--- config.mk ---
export PLATFORM = sky130hd
export DESIGN_NAME = opll_bus_regfile
export DESIGN_NICKNAME = d
export VERILOG_FILES = /design/src/rtl/opll_pkg.sv /design/src/rtl/opll_bus_if.sv /design/src/rtl/opll_bus_regfile.sv
export SDC_FILE = /design/constraint.sdc
export NUM_CORES = 1
export LEC_CHECK = 0
export CAP_MARGIN = 20
export CORE_MARGIN = 2
export CORE_UTILIZATION = 30
export CTS_CLUSTER_DIAMETER = 50
export DETAILED_ROUTE_END_ITERATION = 12
export PLACE_DENSITY = 0.44
export SLEW_MARGIN = 20
export SYNTH_ARGS = -nofsm -noshare
export SYNTH_HDL_FRONTEND = slang
export SYNTH_HIERARCHICAL = 1
export SYNTH_SLANG_ARGS = --single-unit
--- constraint.sdc ---
create_clock -name i_XIN_EMUCLK -period 2.4 [get_ports i_XIN_EMUCLK]
set_input_delay 0.24 -clock i_XIN_EMUCLK [delete_from_list [all_inputs] [get_ports i_XIN_EMUCLK]]
set_output_delay 0.24 -clock i_XIN_EMUCLK [all_outputs]
set_load 0.005 [all_outputs]
--- src/rtl/opll_pkg.sv ---
// Shared constants, register-file address map and per-channel record
// for the OPLL host-bus front end.
package opll_pkg;

    localparam int NUM_CH     = 9;
    localparam int NUM_SLOTS  = 18;
    localparam int RESET_HOLD = 72;

    localparam logic [7:0] ADDR_PATCH_LAST = 8'h07;
    localparam logic [7:0] ADDR_RHYTHM     = 8'h0E;
    localparam logic [7:0] ADDR_TEST       = 8'h0F;
    localparam logic [3:0] GRP_FNUM        = 4'h1;
    localparam logic [3:0] GRP_CTRL        = 4'h2;
    localparam logic [3:0] GRP_INST        = 4'h3;

    typedef struct packed {
        logic [8:0] fnum;
        logic [2:0] block;
        logic       kon;
        logic       susen;
        logic [3:0] inst;
        logic [3:0] vol;
    } ch_regs_t;

    function automatic logic is_ch_addr(input logic [7:0] a);
        return ((a[7:4] == GRP_FNUM) || (a[7:4] == GRP_CTRL) ||
                (a[7:4] == GRP_INST)) && (a[3:0] <= 4'd8);
    endfunction

    function automatic logic is_grp(input logic [7:0] a,
                                    input logic [3:0] grp);
        return is_ch_addr(a) && (a[7:4] == grp);
    endfunction

endpackage

--- src/rtl/opll_bus_if.sv ---
// Host-bus synchroniser and write capture; emits one-clock address/data
// commit pulses on the release edge of the write strobe.
module opll_bus_if #(
    parameter bit FULLY_SYNCHRONOUS = 1'b1
) (
    input  logic       clk,
    input  logic       rst_n,
    input  logic       cs_n,
    input  logic       wr_n,
    input  logic       a0,
    input  logic [7:0] d,
    output logic       wr_addr,
    output logic       wr_data,
    output logic [7:0] wdata
);

    logic [9:0] s1_q, s1_d, s2_q, s2_d, samp;
    logic [8:0] cap_q, cap_d;
    logic [1:0] fill_q, fill_d;
    logic       strb_q, strb_d, armed_q, armed_d;
    logic       strb, full, commit;

    always_comb begin
        s1_d   = {~cs_n & ~wr_n, a0, d};
        s2_d   = s1_q;
        samp   = FULLY_SYNCHRONOUS ? s2_q : s1_q;
        full   = FULLY_SYNCHRONOUS ? fill_q[1] : fill_q[0];
        strb   = samp[9];
        fill_d = {fill_q[0], 1'b1};
        strb_d = strb;
        cap_d  = strb ? samp[8:0] : cap_q;
        // A strobe already high when the pipe fills never arms a commit
        armed_d = armed_q | (full & ~strb);
        commit  = strb_q & ~strb & armed_q;
    end

    always_ff @(posedge clk or negedge rst_n) begin
        if (!rst_n) begin
            s1_q    <= '0;
            s2_q    <= '0;
            cap_q   <= '0;
            fill_q  <= '0;
            strb_q  <= 1'b0;
            armed_q <= 1'b0;
        end else begin
            s1_q    <= s1_d;
            s2_q    <= s2_d;
            cap_q   <= cap_d;
            fill_q  <= fill_d;
            strb_q  <= strb_d;
            armed_q <= armed_d;
        end
    end

    assign wr_addr = commit & ~cap_q[8];
    assign wr_data = commit & cap_q[8];
    assign wdata   = cap_q[7:0];

endmodule

--- src/rtl/opll_bus_regfile.sv ---
// YM2413 bus front end: register file plus 9-channel phiM parameter scan.
// Optional OPLL_DBG_READBACK_EN adds a combinational debug read port.
module opll_bus_regfile
    import opll_pkg::*;
#(
    parameter bit FULLY_SYNCHRONOUS    = 1'b1,
    parameter bit FAST_RESET           = 1'b1,
    parameter bit ALTPATCH_CONFIG_MODE = 1'b0
) (
    input  logic        i_XIN_EMUCLK,
    input  logic        i_IC_n,
    output logic        o_XOUT,
    input  logic        i_phiM_PCEN_n,
    input  logic        i_ALTPATCH_EN,
    input  logic        i_CS_n,
    input  logic        i_WR_n,
    input  logic        i_A0,
    input  logic [7:0]  i_D,
    output logic [7:0]  o_D,
    output logic        o_D_OE,
    output logic        o_ALTPATCH,
    output logic [63:0] o_PATCH,
    output logic [5:0]  o_RHYTHM,
    output logic [7:0]  o_TEST,
    output logic        o_SYNC,
    output logic [3:0]  o_CH,
    output logic [8:0]  o_FNUM,
    output logic [2:0]  o_BLOCK,
    output logic        o_KON,
    output logic        o_SUSEN,
    output logic [3:0]  o_INST,
`ifdef OPLL_DBG_READBACK_EN
    input  logic [7:0]  i_DBG_ADDR,
    output logic [7:0]  o_DBG_DATA,
`endif
    output logic [3:0]  o_VOL
);

    logic       wr_addr, wr_data, data_ok, pcen;
    logic [7:0] wdata;
    logic [3:0] idx;

    logic [7:0] addr_q, addr_d, test_q, test_d;
    logic [7:0] patch_q [8];
    logic [7:0] patch_d [8];
    logic [5:0] rhythm_q, rhythm_d;
    ch_regs_t   ch_q [NUM_CH];
    ch_regs_t   ch_d [NUM_CH];
    ch_regs_t   scan_q, scan_d;
    logic [4:0] slot_q, slot_d;
    logic       sync_q, sync_d;
    logic [6:0] hold_q, hold_d;
    logic       started_q, started_d;
    logic       alt_q, alt_d, alt_done_q, alt_done_d;

    opll_bus_if #(
        .FULLY_SYNCHRONOUS(FULLY_SYNCHRONOUS)
    ) u_bus_if (
        .clk    (i_XIN_EMUCLK),
        .rst_n  (i_IC_n),
        .cs_n   (i_CS_n),
        .wr_n   (i_WR_n),
        .a0     (i_A0),
        .d      (i_D),
        .wr_addr(wr_addr),
        .wr_data(wr_data),
        .wdata  (wdata)
    );

    assign pcen = ~i_phiM_PCEN_n;
    assign idx  = addr_q[3:0];

    always_comb begin
        addr_d     = addr_q;
        patch_d    = patch_q;
        rhythm_d   = rhythm_q;
        test_d     = test_q;
        ch_d       = ch_q;
        slot_d     = slot_q;
        sync_d     = sync_q;
        scan_d     = scan_q;
        hold_d     = hold_q;
        started_d  = 1'b1;
        alt_d      = alt_q;
        alt_done_d = 1'b1;

        if (!FAST_RESET) begin
            if (!started_q)
                hold_d = RESET_HOLD[6:0];
            else if (pcen && hold_q != 7'd0)
                hold_d = hold_q - 7'd1;
        end
        data_ok = wr_data &
                  (FAST_RESET || (started_q && hold_q == 7'd0));

        if (wr_addr)
            addr_d = wdata;

        if (data_ok) begin
            unique case (1'b1)
                (addr_q <= ADDR_PATCH_LAST):
                    patch_d[addr_q[2:0]] = wdata;
                (addr_q == ADDR_RHYTHM):
                    rhythm_d = wdata[5:0];
                (addr_q == ADDR_TEST):
                    test_d = wdata;
                is_grp(addr_q, GRP_FNUM):
                    ch_d[idx].fnum[7:0] = wdata;
                is_grp(addr_q, GRP_CTRL): begin
                    ch_d[idx].susen   = wdata[5];
                    ch_d[idx].kon     = wdata[4];
                    ch_d[idx].block   = wdata[3:1];
                    ch_d[idx].fnum[8] = wdata[0];
                end
                is_grp(addr_q, GRP_INST): begin
                    ch_d[idx].inst = wdata[7:4];
                    ch_d[idx].vol  = wdata[3:0];
                end
                default: ;
            endcase
        end

        // Scan reads the pre-commit array, so a same-clock write shows next pass
        if (pcen) begin
            slot_d = (slot_q == 5'(NUM_SLOTS - 1)) ? 5'd0 : slot_q + 5'd1;
            sync_d = (slot_d == 5'd0);
            scan_d = ch_q[slot_d[4:1]];
        end

        if (!ALTPATCH_CONFIG_MODE || !alt_done_q)
            alt_d = i_ALTPATCH_EN;
    end

    always_ff @(posedge i_XIN_EMUCLK or negedge i_IC_n) begin
        if (!i_IC_n) begin
            addr_q   <= '0;
            rhythm_q <= '0;
            test_q   <= '0;
            for (int i = 0; i < 8; i++)
                patch_q[i] <= '0;
            for (int i = 0; i < NUM_CH; i++)
                ch_q[i] <= '0;
            scan_q     <= '0;
            slot_q     <= '0;
            sync_q     <= 1'b0;
            hold_q     <= '0;
            started_q  <= 1'b0;
            alt_q      <= 1'b0;
            alt_done_q <= 1'b0;
        end else begin
            addr_q     <= addr_d;
            rhythm_q   <= rhythm_d;
            test_q     <= test_d;
            patch_q    <= patch_d;
            ch_q       <= ch_d;
            scan_q     <= scan_d;
            slot_q     <= slot_d;
            sync_q     <= sync_d;
            hold_q     <= hold_d;
            started_q  <= started_d;
            alt_q      <= alt_d;
            alt_done_q <= alt_done_d;
        end
    end

    always_comb begin
        for (int i = 0; i < 8; i++)
            o_PATCH[i*8 +: 8] = patch_q[i];
    end

    assign o_XOUT     = ~i_XIN_EMUCLK;
    assign o_D        = addr_q;
    assign o_D_OE     = 1'b0;
    assign o_ALTPATCH = alt_q;
    assign o_RHYTHM   = rhythm_q;
    assign o_TEST     = test_q;
    assign o_SYNC     = sync_q;
    assign o_CH       = slot_q[4:1];
    assign o_FNUM     = scan_q.fnum;
    assign o_BLOCK    = scan_q.block;
    assign o_KON      = scan_q.kon;
    assign o_SUSEN    = scan_q.susen;
    assign o_INST     = scan_q.inst;
    assign o_VOL      = scan_q.vol;

`ifdef OPLL_DBG_READBACK_EN
    logic [3:0] dbg_idx;
    assign dbg_idx = i_DBG_ADDR[3:0];

    always_comb begin
        o_DBG_DATA = 8'h00;
        unique case (1'b1)
            (i_DBG_ADDR <= ADDR_PATCH_LAST):
                o_DBG_DATA = patch_q[i_DBG_ADDR[2:0]];
            (i_DBG_ADDR == ADDR_RHYTHM):
                o_DBG_DATA = {2'b00, rhythm_q};
            (i_DBG_ADDR == ADDR_TEST):
                o_DBG_DATA = test_q;
            is_grp(i_DBG_ADDR, GRP_FNUM):
                o_DBG_DATA = ch_q[dbg_idx].fnum[7:0];
            is_grp(i_DBG_ADDR, GRP_CTRL):
                o_DBG_DATA = {2'b00, ch_q[dbg_idx].susen,
                              ch_q[dbg_idx].kon, ch_q[dbg_idx].block,
                              ch_q[dbg_idx].fnum[8]};
            is_grp(i_DBG_ADDR, GRP_INST):
                o_DBG_DATA = {ch_q[dbg_idx].inst, ch_q[dbg_idx].vol};
            default: ;
        endcase
    end
`endif

endmodule

==> results of run 1 <==
-- power breakdown --
part,switching [mW],internal [mW]
registers,0.596,6.48
clock network,2.68,4.44
logic,3.39,2.80
-- final timing paths --
| path | endpoint | slack, ns | cells past startpoint | start |
|---|---|---|---|---|
| max in group asynchronous | slot_q[2]$_DFFE_PN0N_ | 1.41 | 3 | i_IC_n |
| min in group asynchronous | o_D[2]$_DFFE_PN0P_ | 0.06 | 2 | i_IC_n |
| max | o_RHYTHM[4]$_DFFE_PN0P_ | 0.03 | 8 | u_bus_if/s2_q[9]$_DFF_PN0_ |
| max reg2reg | o_RHYTHM[4]$_DFFE_PN0P_ | 0.03 | 8 | u_bus_if/s2_q[9]$_DFF_PN0_ |
| min reg2reg | u_bus_if/cap_q[8]$_DFFE_PN0P_ | 0.31 | 2 | u_bus_if/s2_q[8]$_DFF_PN0_ |
| min | u_bus_if/s1_q[9]$_DFF_PN0_ | 0.05 | 2 | i_CS_n |
-- worst max-delay path, delay by kind of cell (launching register included) --
kind / cells / cell delay, ns
multiplexers: 1 / 0.29
flip-flops: 1 / 0.38
buffers and inverters: 1 / 0.14
AND/OR/NAND/NOR: 6 / 1.16
-- stage by stage --
step	worst slack, ns	cell area, um^2	TNS (ns)	instances	hold WS [ns]
finish	0.0269	19700	0	2018	0.0505
global route	-0.0907	19700	-0.459	2018	0.0224
CTS	-0.0550	19300	-0.163	1995	0.00614
detailed placement	-0.110	17600	-0.198	1905	0.185
global placement	-0.108	17600	-0.184	1905	0.187
floorplan	0.259	14900	0	1124	-0.0556
-- state kept, by name, summed over array words and instances (netlist names) --
name              flops
o_KON                 1
u_bus_if/s2_q        10
o_SUSEN               1
o_PATCH              64
o_TEST                8
u_bus_if/cap_q        9
u_bus_if/s1_q        10
o_BLOCK               3
ch_q                198
u_bus_if/armed_q      1
slot_q                5
o_FNUM                9
u_bus_if/fill_q       2
u_bus_if/strb_q       1
o_D                   8
o_ALTPATCH            1
o_RHYTHM              6
o_INST                4
o_VOL                 4
o_SYNC                1
-- cells in the mapped netlist, types with 3 or more instances --
library cell / n / share of area (%)
mux2_4: 7 / 0.70
buf_4: 15 / 0.76
o221a_2: 13 / 0.98
a21boi_0: 18 / 0.91
dfrtp_1: 346 / 58
nand2b_1: 5 / 0.21
mux2_2: 297 / 22
a31oi_1: 9 / 0.38
buf_2: 20 / 0.67
nor3_1: 8 / 0.27
a31o_1: 9 / 0.53
nor2_2: 20 / 0.84
a32oi_1: 13 / 0.76
nor2b_1: 3 / 0.13
nand2_1: 75 / 1.9
a211oi_2: 7 / 0.59
a221oi_1: 13 / 0.76
o21ai_0: 32 / 1.1
a211oi_1: 25 / 1.3
nand3_1: 51 / 1.7
clkbuf_1: 58 / 1.5
a32o_1: 9 / 0.60
inv_1: 7 / 0.18
o21ai_1: 20 / 0.67
nor2_1: 11 / 0.28
-- layer usage --
metal | routed length (um) | up-vias | part of all wire, % | GRT usage [%]
li1 | - | 4474 | - | -
met1 | 20700 | 5144 | 46 | 25.0
met5 | 0 | - | 0 | 0
met2 | 20500 | 202 | 46 | 27.3
met3 | 2360 | 64 | 5.3 | 3.65
met4 | 1050 | 0 | 2.3 | 4.72
-- repair_timing --
action / in CTS / in global routing
pin swaps: 2 / 10
setup endpoints to repair: 5 / 95
cloned: 0 / 2
gates resized for setup: 10 / 40
setup buffers: 2 / 21
hold buffers: 3 / 0
hold endpoints to repair: 183 / 0
-- layout make-up --
cell class	instances	share of cell area [%]
sequential	346	44.0
multi-input combinational	674	30.5
timing repair buffer	238	13.0
clock buffer	69	6.86
tap	664	4.22
clock inverter	20	1.26
inverter	7	0.133
-- cells by family (layout without fill, tap and decap cells) --
family          Yosys count  in the layout  share of synthesized area, %
flops                   346            346                          58.1
mux                     305            305                          23.2
simple gates            189            189                          6.29
compound gates          174            174                          8.80
buf+inv                 104            334                          3.26
fa+ha+maj                 2              2                         0.168
other cells               2              2                        0.0504
xor+xnor                  2              2                         0.168
==> metrics.md, run 1 <==
| Metric | Value |
|---|---|
| Max FO, Critical Path | 6 |
| Synth Instances | 1124 |
| Max transition margin | roughly 50% |
| Setup-failing EPs final | 0 |
| Status | finished, final reports clean |
| IO Port Bufs | approximately 130 |
| Root Buffer | clkbuf_16 |
| Clk Latency, worst-skew pair | between 0.9 and 1 ns |
| Routed wire length | between 40000 and 50000 um |
| Die X | between 200 and 250 um |
| Pwr dens | 1040 nW/um^2 |
| Layout area overhead | 32.1% |
| Clock buffer depth | 3 |
| Fillers | 4732 |
| WL/cell | between 20 and 25 um |
| Critical path launch point type | flip-flop |
| CTS tree | built |
| Most frequent cells in the layout | dfrtp_1, mux2_2, clkdlybuf4s50_1 |
| Row count | 81 |
| Synth Flop Type | dfrtp_1 |
| Required time of the critical path | about 2.7 ns |
| Total number of vias | 9884 |
| Fmax | roughly 420 MHz |
| Most used cell along the critical path | nor2_2 |
| Minimum clock period | about 2.4 ns |
| Yosys warnings | 6 |
| Fin. Hold Viols | 0 |
| Final GP Congestion | around 0.77 |
| Crit path DAT | ~2.7 ns |
| Initial Util | 30.4% |
| Reg clk slew, reported paths | around 0.060 ns |
| Vias/cell | around 4.9 |
| Max_cap viols | 0 |
| Total CTS buffers | 46 |
| Total Power | 20.4 mW |
| RSZ-0062 raised after global routing | true |
| Clock Skews | 0.407 ns |
| Final ANT Viol Nets | 0 |
| Syn_nets | about 1.1k |
| Hold WC Path Type | input pin to flip-flop |
| IO Pins | between 100 and 150 |
| Pins Over Slew Limit | 0 |
| CP peak stage delay | 0.41 ns |
| Post-synth EDFFs | 0 |
| Fin util | between 40% and 50% |
| HPWL Detailed | ~28000 um |
| Critical Path End Type | flip-flop |
| Vias in the first global route | roughly 10k |
| All-Layer GR Usage | between 10% and 20% |
| Mean post-synth cell area | approximately 13 um^2 |
| Multi-input logic area | about 6000 um^2 |
| Initial antenna violation count | 1 |
| First-pass GRT wire length | between 60000 and 70000 um |
| Yosys reg bits | 346 |
| Storage cell area | 8660 um^2 |
| Most common cell after layout, fill and taps aside | dfrtp_1 |
| Number of diodes | 0 |
| Netlist cell types | between 40 and 50 |
| Largest net degree at the start of global routing | 70 |
| Type of the worst setup path | flip-flop to flip-flop |
| Layout cells sized above 1 | 41.4% |
| Nets | 1334 |
| Leakage power | 8.92 nW |
| Peak VDD IR | roughly 0.5 mV |
| Register area share after synthesis | 58.1% |
| Die Y | between 200 and 250 um |
| Ys async rst share | 100% |
| Worst path cell trace | nand2b_4, nor2_2, or3b_4, nor2_4, nand4_1, nor2_2, buf_12, mux2_4 |
| Slowest CP cell | or3b_4 |
| DRC errors left | 0 |
| Drt pass-1 iters | 4 |
| Worst Max-Slew Pin Slew | between 0.7 and 0.8 ns |
| Fin crit share | 98.9% |
| Overflow after GRT | 0 |
| Initial drt markers | approximately 550 |
| Die ar. | 51500 um^2 |
| H-tree depth | 2 |
| CORE AREA | between 40000 and 50000 um^2 |
| Synthesized area | roughly 15000 um^2 |
(Power assumes the default switching activity.)
==> run 2: changes to the inputs <==
--- a/config.mk
+++ b/config.mk
@@ -10,6 +10,7 @@
 export CORE_UTILIZATION = 30
 export CTS_CLUSTER_DIAMETER = 50
 export DETAILED_ROUTE_END_ITERATION = 12
+export GPL_TIMING_DRIVEN = 0
 export PLACE_DENSITY = 0.44
 export SLEW_MARGIN = 20
 export SYNTH_ARGS = -nofsm -noshare
==> constraint.sdc (replaced) <==
create_clock -name i_XIN_EMUCLK -period 2.7 [get_ports i_XIN_EMUCLK]
set_input_delay 0.27 -clock i_XIN_EMUCLK [delete_from_list [all_inputs] [get_ports i_XIN_EMUCLK]]
set_output_delay 0.27 -clock i_XIN_EMUCLK [all_outputs]
set_load 0.005 [all_outputs]
==> run 2 against run 1 <==
Against the previous run: sequential share of layout area up 1.8 points; first-iteration DRC count down 1.3%; fmax down 12%; critical path depth down 1; cell area down 4.0%; critical endpoint is now o_PATCH[20]$_DFFE_PN0P_; die area unchanged; wire length up 3.2%; clock skew up 0.067 ns; via count about the same; largest power group unchanged; clock-buffer cell count down 4.
==> metrics.md, run 2 (same netlist as run 1, synthesis figures left out) <==
| Metric | Value |
|---|---|
| H-tree depth | 2 (unchanged) |
| Final ANT Viol Nets | 0 (unchanged) |
| First-pass GRT wire length | 68900 um (+1.8%) |
| Total Power | 17.8 mW (-13%) |
| Root Buffer | clkbuf_16 |
| Initial antenna violation count | 0 (-1) |
| Final GP Congestion | 0.761 (-0.99%) |
| Cell Count, Final, Fillers Out | 2007 (-0.55%) |
| HPWL Detailed | 31100 um (+11%) |
| Max transition margin | 39.3% (-11 points) |
| Die X | 227 um (unchanged) |
| Max_cap viols | 0 (unchanged) |
| Clock Skews | 0.474 ns (+0.0669 ns) |
| Met2 usage | 27.3% (-0.059 points) |
| RSZ-0062 raised after global routing | true |
| Slowest CP cell | nor2_2 |
| Minimum clock period | 2.70 ns (+0.327 ns) |
| Leakage power | 8.58 nW (-3.8%) |
| Die ar. | 51500 um^2 (unchanged) |
| DRC errors left | 0 (unchanged) |
| Vias in the first global route | 10.3k (-1.1%) |
| Hold WC Path Type | flip-flop to flip-flop |
| Peak VDD IR | 0.532 mV (+5.9%) |
| Fmax | 370 MHz (-12%) |
| Initial drt markers | 544 (-1.3%) |
| Setup-failing EPs final | 0 (unchanged) |
| GR Util met3 | 4.30% (+0.65 points) |
| Type of the worst setup path | flip-flop to flip-flop |
| WL/cell | 23.0 um (+3.8%) |
| Most common cell after layout, fill and taps aside | dfrtp_1 |
| Vias/cell | 4.93 (+0.63%) |
| Reg clk slew, reported paths | 0.06 ns (about the same) |
| Max FO, Critical Path | 8 (+2) |
| Status | finished, final reports clean |
| Fin. Hold Viols | 0 (unchanged) |
| CTS tree | built |
| Max reg flops | 198 (unchanged) |
| Routed wire length | 46100 um (+3.2%) |
| Die Y | 227 um (unchanged) |
| Placed Cells incl. Taps | 1921 (+0.84%) |
| GRT busiest layer | met2 |
| Overflow after GRT | 0 (unchanged) |
| All-Layer GR Usage | 18.3% (+0.64 points) |
| Total CTS buffers | 46 (unchanged) |
| Pins Over Slew Limit | 0 (unchanged) |
| Fin util | 38.5% (-1.6 points) |
| Number of diodes | 0 (unchanged) |
| Layout area overhead | 26.8% |
| Most used cell along the critical path | nor2_2 |
| Most frequent cells in the layout | dfrtp_1, mux2_2, clkdlybuf4s50_1 |
| Row count | 81 (unchanged) |
| CORE AREA | 49100 um^2 (unchanged) |
| Clock buffer depth | 3 (unchanged) |
| Crit path DAT | 3.03 ns (+0.33 ns) |
| Worst path cell trace | nand2b_1, nor2_1, or3b_1, nor2_2, nand2_2, nor2_2, mux2_2 |
| Critical Path End Type | flip-flop |
| Drt pass-1 iters | 4 (unchanged) |
| IO Port Bufs | 129 (unchanged) |
| Clk Latency, worst-skew pair | 0.92 ns (-0.05 ns) |
| Largest net degree at the start of global routing | 92 (+31%) |
| Fin crit share | 100% (+1.1 points) |
| Top reg by flops | ch_q |
| Critical path launch point type | flip-flop |
| Grt met1 use | 26.3% (+1.3 points) |
| Total number of vias | 9892 (+0.081%) |
| Nets | 1327 (-0.52%) |
| Worst Max-Slew Pin Slew | 0.911 ns (+0.168 ns) |
| Initial Util | 30.4% (unchanged) |
| CP peak stage delay | 0.49 ns (+0.08 ns) |
| Required time of the critical path | 3.03 ns (+0.30 ns) |
| IO Pins | 131 (unchanged) |
| Pwr dens | 944 nW/um^2 (-8.9%) |
| Layout cells sized above 1 | 37.0% (-4.4 points) |
## run 2: changes by cell type in the layout (fill, tap and decap cells not counted), moves of 6 or more
cell      previous run  this run
mux2_4              15         7
nor2_4              12         6
clkbuf_1            11        51
buf_4               72        20
buf_2                0        17
mux2_2             289       297
clkbuf_2             0        10
buf_12              32         0
## run 2: report_power, final
group / switching, mW / total (mW) / internal [mW] / leakage [nW]
Combinational: 3.26 / 5.39 / 2.13 / 3.09
Sequential: 0.357 / 6.12 / 5.76 / 4.70
Clock: 2.43 / 6.34 / 3.90 / 0.791
## run 2: final timing paths
check	startpoint	slack (ns)	cells after the start	to
max	u_bus_if/s2_q[9]$_DFF_PN0_	0.0002	7	o_PATCH[20]$_DFFE_PN0P_
min	u_bus_if/s1_q[5]$_DFF_PN0_	0.03	0	u_bus_if/s2_q[5]$_DFF_PN0_
max reg2reg	u_bus_if/s2_q[9]$_DFF_PN0_	0.0002	7	o_PATCH[20]$_DFFE_PN0P_
min reg2reg	u_bus_if/s1_q[5]$_DFF_PN0_	0.03	0	u_bus_if/s2_q[5]$_DFF_PN0_
max in group asynchronous	i_IC_n	1.39	4	ch_q[108]$_DFFE_PN0P_
min in group asynchronous	i_IC_n	0.15	2	u_bus_if/strb_q$_DFF_PN0_
## run 2: area by class of cell
| class | count | area, um^2 |
|---|---|---|
| multi-input cells | 674 | 5890 |
| clock inverters | 21 | 203 |
| clock buffers | 65 | 1390 |
| repair buffers | 135 | 1430 |
| plain buffers | 95 | 477 |
| inverters | 7 | 27.5 |
| well taps | 664 | 831 |
| flip-flops and latches | 346 | 8660 |
| fillers | 4778 | 30100 |
## run 2: per-layer routing
metal | vias up | part of all wire, %
li1 | 4460 | -
met1 | 5110 | 48
met2 | 237 | 44
met3 | 85 | 5.7
met4 | 0 | 2.8
met5 | - | 0
## run 2: timing repair
action	CTS	global route
endpoints found under the hold margin	230	0
endpoints found under the setup margin	24	42
hold buffers	3	0
buffers inserted	3	0
resized for setup	18	27
## run 2: critical path: cells and delay by family, from the launching register on
family / cells / cell delay, ns
DFF: 1 / 0.40
muxes: 1 / 0.40
and+or+nand+nor: 6 / 1.65
## run 2: metrics by stage
stage / setup WS (ns) / hold WS, ns / TNS (ns) / cell area (um^2)
after CTS: -0.0176 / 0.00737 / -0.0497 / 18800
after detailed placement: -0.468 / 0.183 / -9.04 / 17200
final: 0.000196 / 0.0337 / 0 / 18900
after floorplan: 0.559 / -0.0256 / 0 / 14900
after global placement: -14.74 / 0.334 / -5092.63 / 17000
after global routing: -0.166 / 0.0187 / -0.686 / 18900
==> run 3: changes to the inputs <==
--- a/config.mk
+++ b/config.mk
@@ -9,6 +9,7 @@
 export CORE_MARGIN = 2
 export CORE_UTILIZATION = 30
 export CTS_CLUSTER_DIAMETER = 50
+export CTS_CLUSTER_SIZE = 25
 export DETAILED_ROUTE_END_ITERATION = 12
 export GPL_TIMING_DRIVEN = 0
 export PLACE_DENSITY = 0.44
==> run 3 against run 2 <==
Against the previous run: non-clock buffer count up 3; register-to-register slack better by 0.03 ns; setup slack improved by 0.029 ns; utilization hardly changed; hold slack better by 0.066 ns; combinational power is essentially flat; fmax up 1.1%; critical path type unchanged; critical endpoint is now o_PATCH[24]$_DFFE_PN0P_; largest power group unchanged.
==> metrics.md, run 3 (same netlist as run 1, synthesis figures left out) <==
| Metric | Value |
|---|---|
| Status | finished, final reports clean |
| First-pass GRT wire length | 69100 um (+0.26%) |
| Most common cell after layout, fill and taps aside | dfrtp_1 |
| All-Layer GR Usage | 18.3% (about the same) |
| DRC errors left | 0 (unchanged) |
| Required time of the critical path | 3.03 ns (about the same) |
| Cell Count, Final, Fillers Out | 2007 (unchanged) |
| IO Pins | 131 (unchanged) |
| Pins Over Slew Limit | 0 (unchanged) |
| Max reg flops | 198 (unchanged) |
| Vias in the first global route | 10.3k (-0.54%) |
| FF-to-FF path depth | 7 (unchanged) |
| Worst r2r dst | o_PATCH[24]$_DFFE_PN0P_ |
| RSZ-0062 raised after global routing | true |
| Initial antenna violation count | 0 (unchanged) |
| Register share of total power | 34.5% (+0.2 points) |
| Critical path launch point type | flip-flop |
| Largest net degree at the start of global routing | 92 (unchanged) |
| Type of the worst setup path | flip-flop to flip-flop |
| Most frequent cells in the layout | dfrtp_1, mux2_2, clkdlybuf4s50_1 |
| Worst Max-Slew Pin Slew | 0.901 ns (-0.00986 ns) |
| Layout cells sized above 1 | 36.9% (-0.074 points) |
| Minimum clock period | 2.67 ns (-0.0292 ns) |
| Peak VDD IR | 0.547 mV (+2.8%) |
| Die Y | 227 um (unchanged) |
| Switching Power | 6.14 mW (+1.4%) |
| Clk Latency, worst-skew pair | 1.01 ns (+0.09 ns) |
| Crit path DAT | 3.00 ns (-0.03 ns) |
| WL/cell | 22.9 um (-0.36%) |
| Reg clk slew, reported paths | 0.06 ns (about the same) |
| Initial drt markers | 540 (-0.74%) |
| IO Port Bufs | 129 (unchanged) |
| Worst reg-to-reg setup slack | 0.03 ns (+0.03 ns) |
| Final GP Congestion | 0.761 (unchanged) |
| Worst hold margin | 0.0997 ns (+0.0661 ns) |
| Routed wire length | 45900 um (-0.36%) |
| Die X | 227 um (unchanged) |
| Row count | 81 (unchanged) |
| Initial Util | 30.4% (unchanged) |
| Total CTS buffers | 44 (-4.3%) |
| Placed Cells incl. Taps | 1921 (unchanged) |
| Die ar. | 51500 um^2 (unchanged) |
| Setup-failing EPs final | 0 (unchanged) |
| Clock Skews | 0.560 ns (+0.0861 ns) |
| Max FO, Critical Path | 8 (unchanged) |
| HPWL Detailed | 31100 um (unchanged) |
| Nets | 1327 (unchanged) |
| Fmax | 374 MHz (+1.1%) |
| Layout area overhead | 26.7% (about the same) |
| H-tree depth | 2 (unchanged) |
| Max transition margin | 39.9% (+0.66 points) |
| Clock buffer depth | 3 (unchanged) |
| Total Power | 17.7 mW (-0.69%) |
| Top reg by flops | ch_q |
| Fin. Hold Viols | 0 (unchanged) |
| Worst r2r src | u_bus_if/s2_q[9]$_DFF_PN0_ |
| Final ANT Viol Nets | 0 (unchanged) |
| Critical Path End Type | flip-flop |
| Total number of vias | 9901 (+0.091%) |
| Hold WC Path Type | input pin to asynchronous set/reset pin |
| Fin crit share | 98.9% (-1.1 points) |
| P_int | 11.6 mW (-1.8%) |
| Fin util | 38.5% (about the same) |
| Clock power share | 35.0% (-0.5 points) |
| Number of diodes | 0 (unchanged) |
| CTS tree | built |
| CORE AREA | 49100 um^2 (unchanged) |
| Max_cap viols | 0 (unchanged) |
| Pwr dens | 938 nW/um^2 (-0.64%) |
| Root Buffer | clkbuf_16 |
| Overflow after GRT | 0 (unchanged) |
| Vias/cell | 4.93 (about the same) |
| Final setup TNS | 0 ns (unchanged) |
| Net Sw Frac | 34.6% (+0.71 points) |
| Leakage power | 8.54 nW (-0.41%) |
| Drt pass-1 iters | 4 (unchanged) |
| Combinational Power Share | 30.5% (+0.3 points) |
-- run 3: changes by cell type in the layout (fill, tap and decap cells not counted), moves of 2 or more --
cell and change:
inv_4 -2, clkbuf_2 -3, dlygate4sd3_1 +3, clkinv_4 +5, clkbuf_4 +2, inv_1 -2, inv_8 +2, clkbuf_8 -5
bufinv_16 +2, clkbuf_16 -5, buf_4 -3, inv_6 +2, a211oi_2 -2
-- run 3: area by class of cell --
class / instances / area (um^2)
Sequential cell: 346 / 8660
Tap cell: 664 / 831
Buffer: 95 / 474
Clock inverter: 31 / 353
Timing Repair Buffer: 138 / 1460
Fill cell: 4752 / 30200
Inverter: 7 / 27.5
Multi-Input combinational cell: 674 / 5910
Clock buffer: 52 / 1180
-- run 3: layer usage --
layer,routed length (um),track usage (%),vias up
met5,0,0,-
met4,1110,5.06,0
met3,2490,3.78,68
met2,20400,27.4,234
met1,21900,26.7,5148
li1,-,-,4451
-- run 3: worst max-delay path, stage by stage (launching register included) --
cell and delay, ns:
dfrtp_1 0.41, nand2b_1 0.17, nor2_1 0.12, or3b_1 0.44, nor2_2 0.22, nand2_2 0.20
nor2_2 0.48, mux2_2 0.40
-- run 3: worst max-delay path by stage --
stage | startpoint | end | slack, ns | depth (start not counted)
finish | u_bus_if/s2_q[9]$_DFF_PN0_ | o_PATCH[24]$_DFFE_PN0P_ | 0.03 | 7
detailed placement | slot_q[1]$_DFFE_PN0N_ | o_FNUM[8]$_DFFE_PN0N_ | -0.47 | 7
global placement | i_IC_n | o_FNUM[4]$_DFFE_PN0N_ | -14.74 | 1
global route | u_bus_if/s2_q[9]$_DFF_PN0_ | o_PATCH[23]$_DFFE_PN0P_ | -0.17 | 7
floorplan | u_bus_if/s2_q[9]$_DFF_PN0_ | o_PATCH[24]$_DFFE_PN0P_ | 0.56 | 7
CTS | u_bus_if/s2_q[9]$_DFF_PN0_ | o_PATCH[24]$_DFFE_PN0P_ | -0.02 | 7
-- run 3: stage by stage --
stage          instance area (um^2)  setup WS [ns]
2_1_floorplan                 14900          0.559
3_3_place_gp                  17000         -14.74
3_5_place_dp                  17200         -0.468
4_1_cts                       18800        -0.0223
5_1_grt                       18900         -0.166
6_report                      18900         0.0294
-- run 3: what timing repair did --
action | in CTS | in global routing
hold buffers | 6 | 0
gates resized for setup | 19 | 25
endpoints found under the setup margin | 24 | 52
endpoints found under the hold margin | 235 | 0
setup buffers | 2 | 0
-- run 3: power groups by stage --
stage | registers (mW) | clock network, mW | logic [mW]
floorplan | 6.14 | 0.00848 | 2.70
global placement | 6.22 | 0.0363 | 5.19
detailed placement | 6.21 | 0.0363 | 5.23
CTS | 6.13 | 6.38 | 5.39
global route | 6.19 | 6.63 | 5.83
finish | 6.12 | 6.20 | 5.41
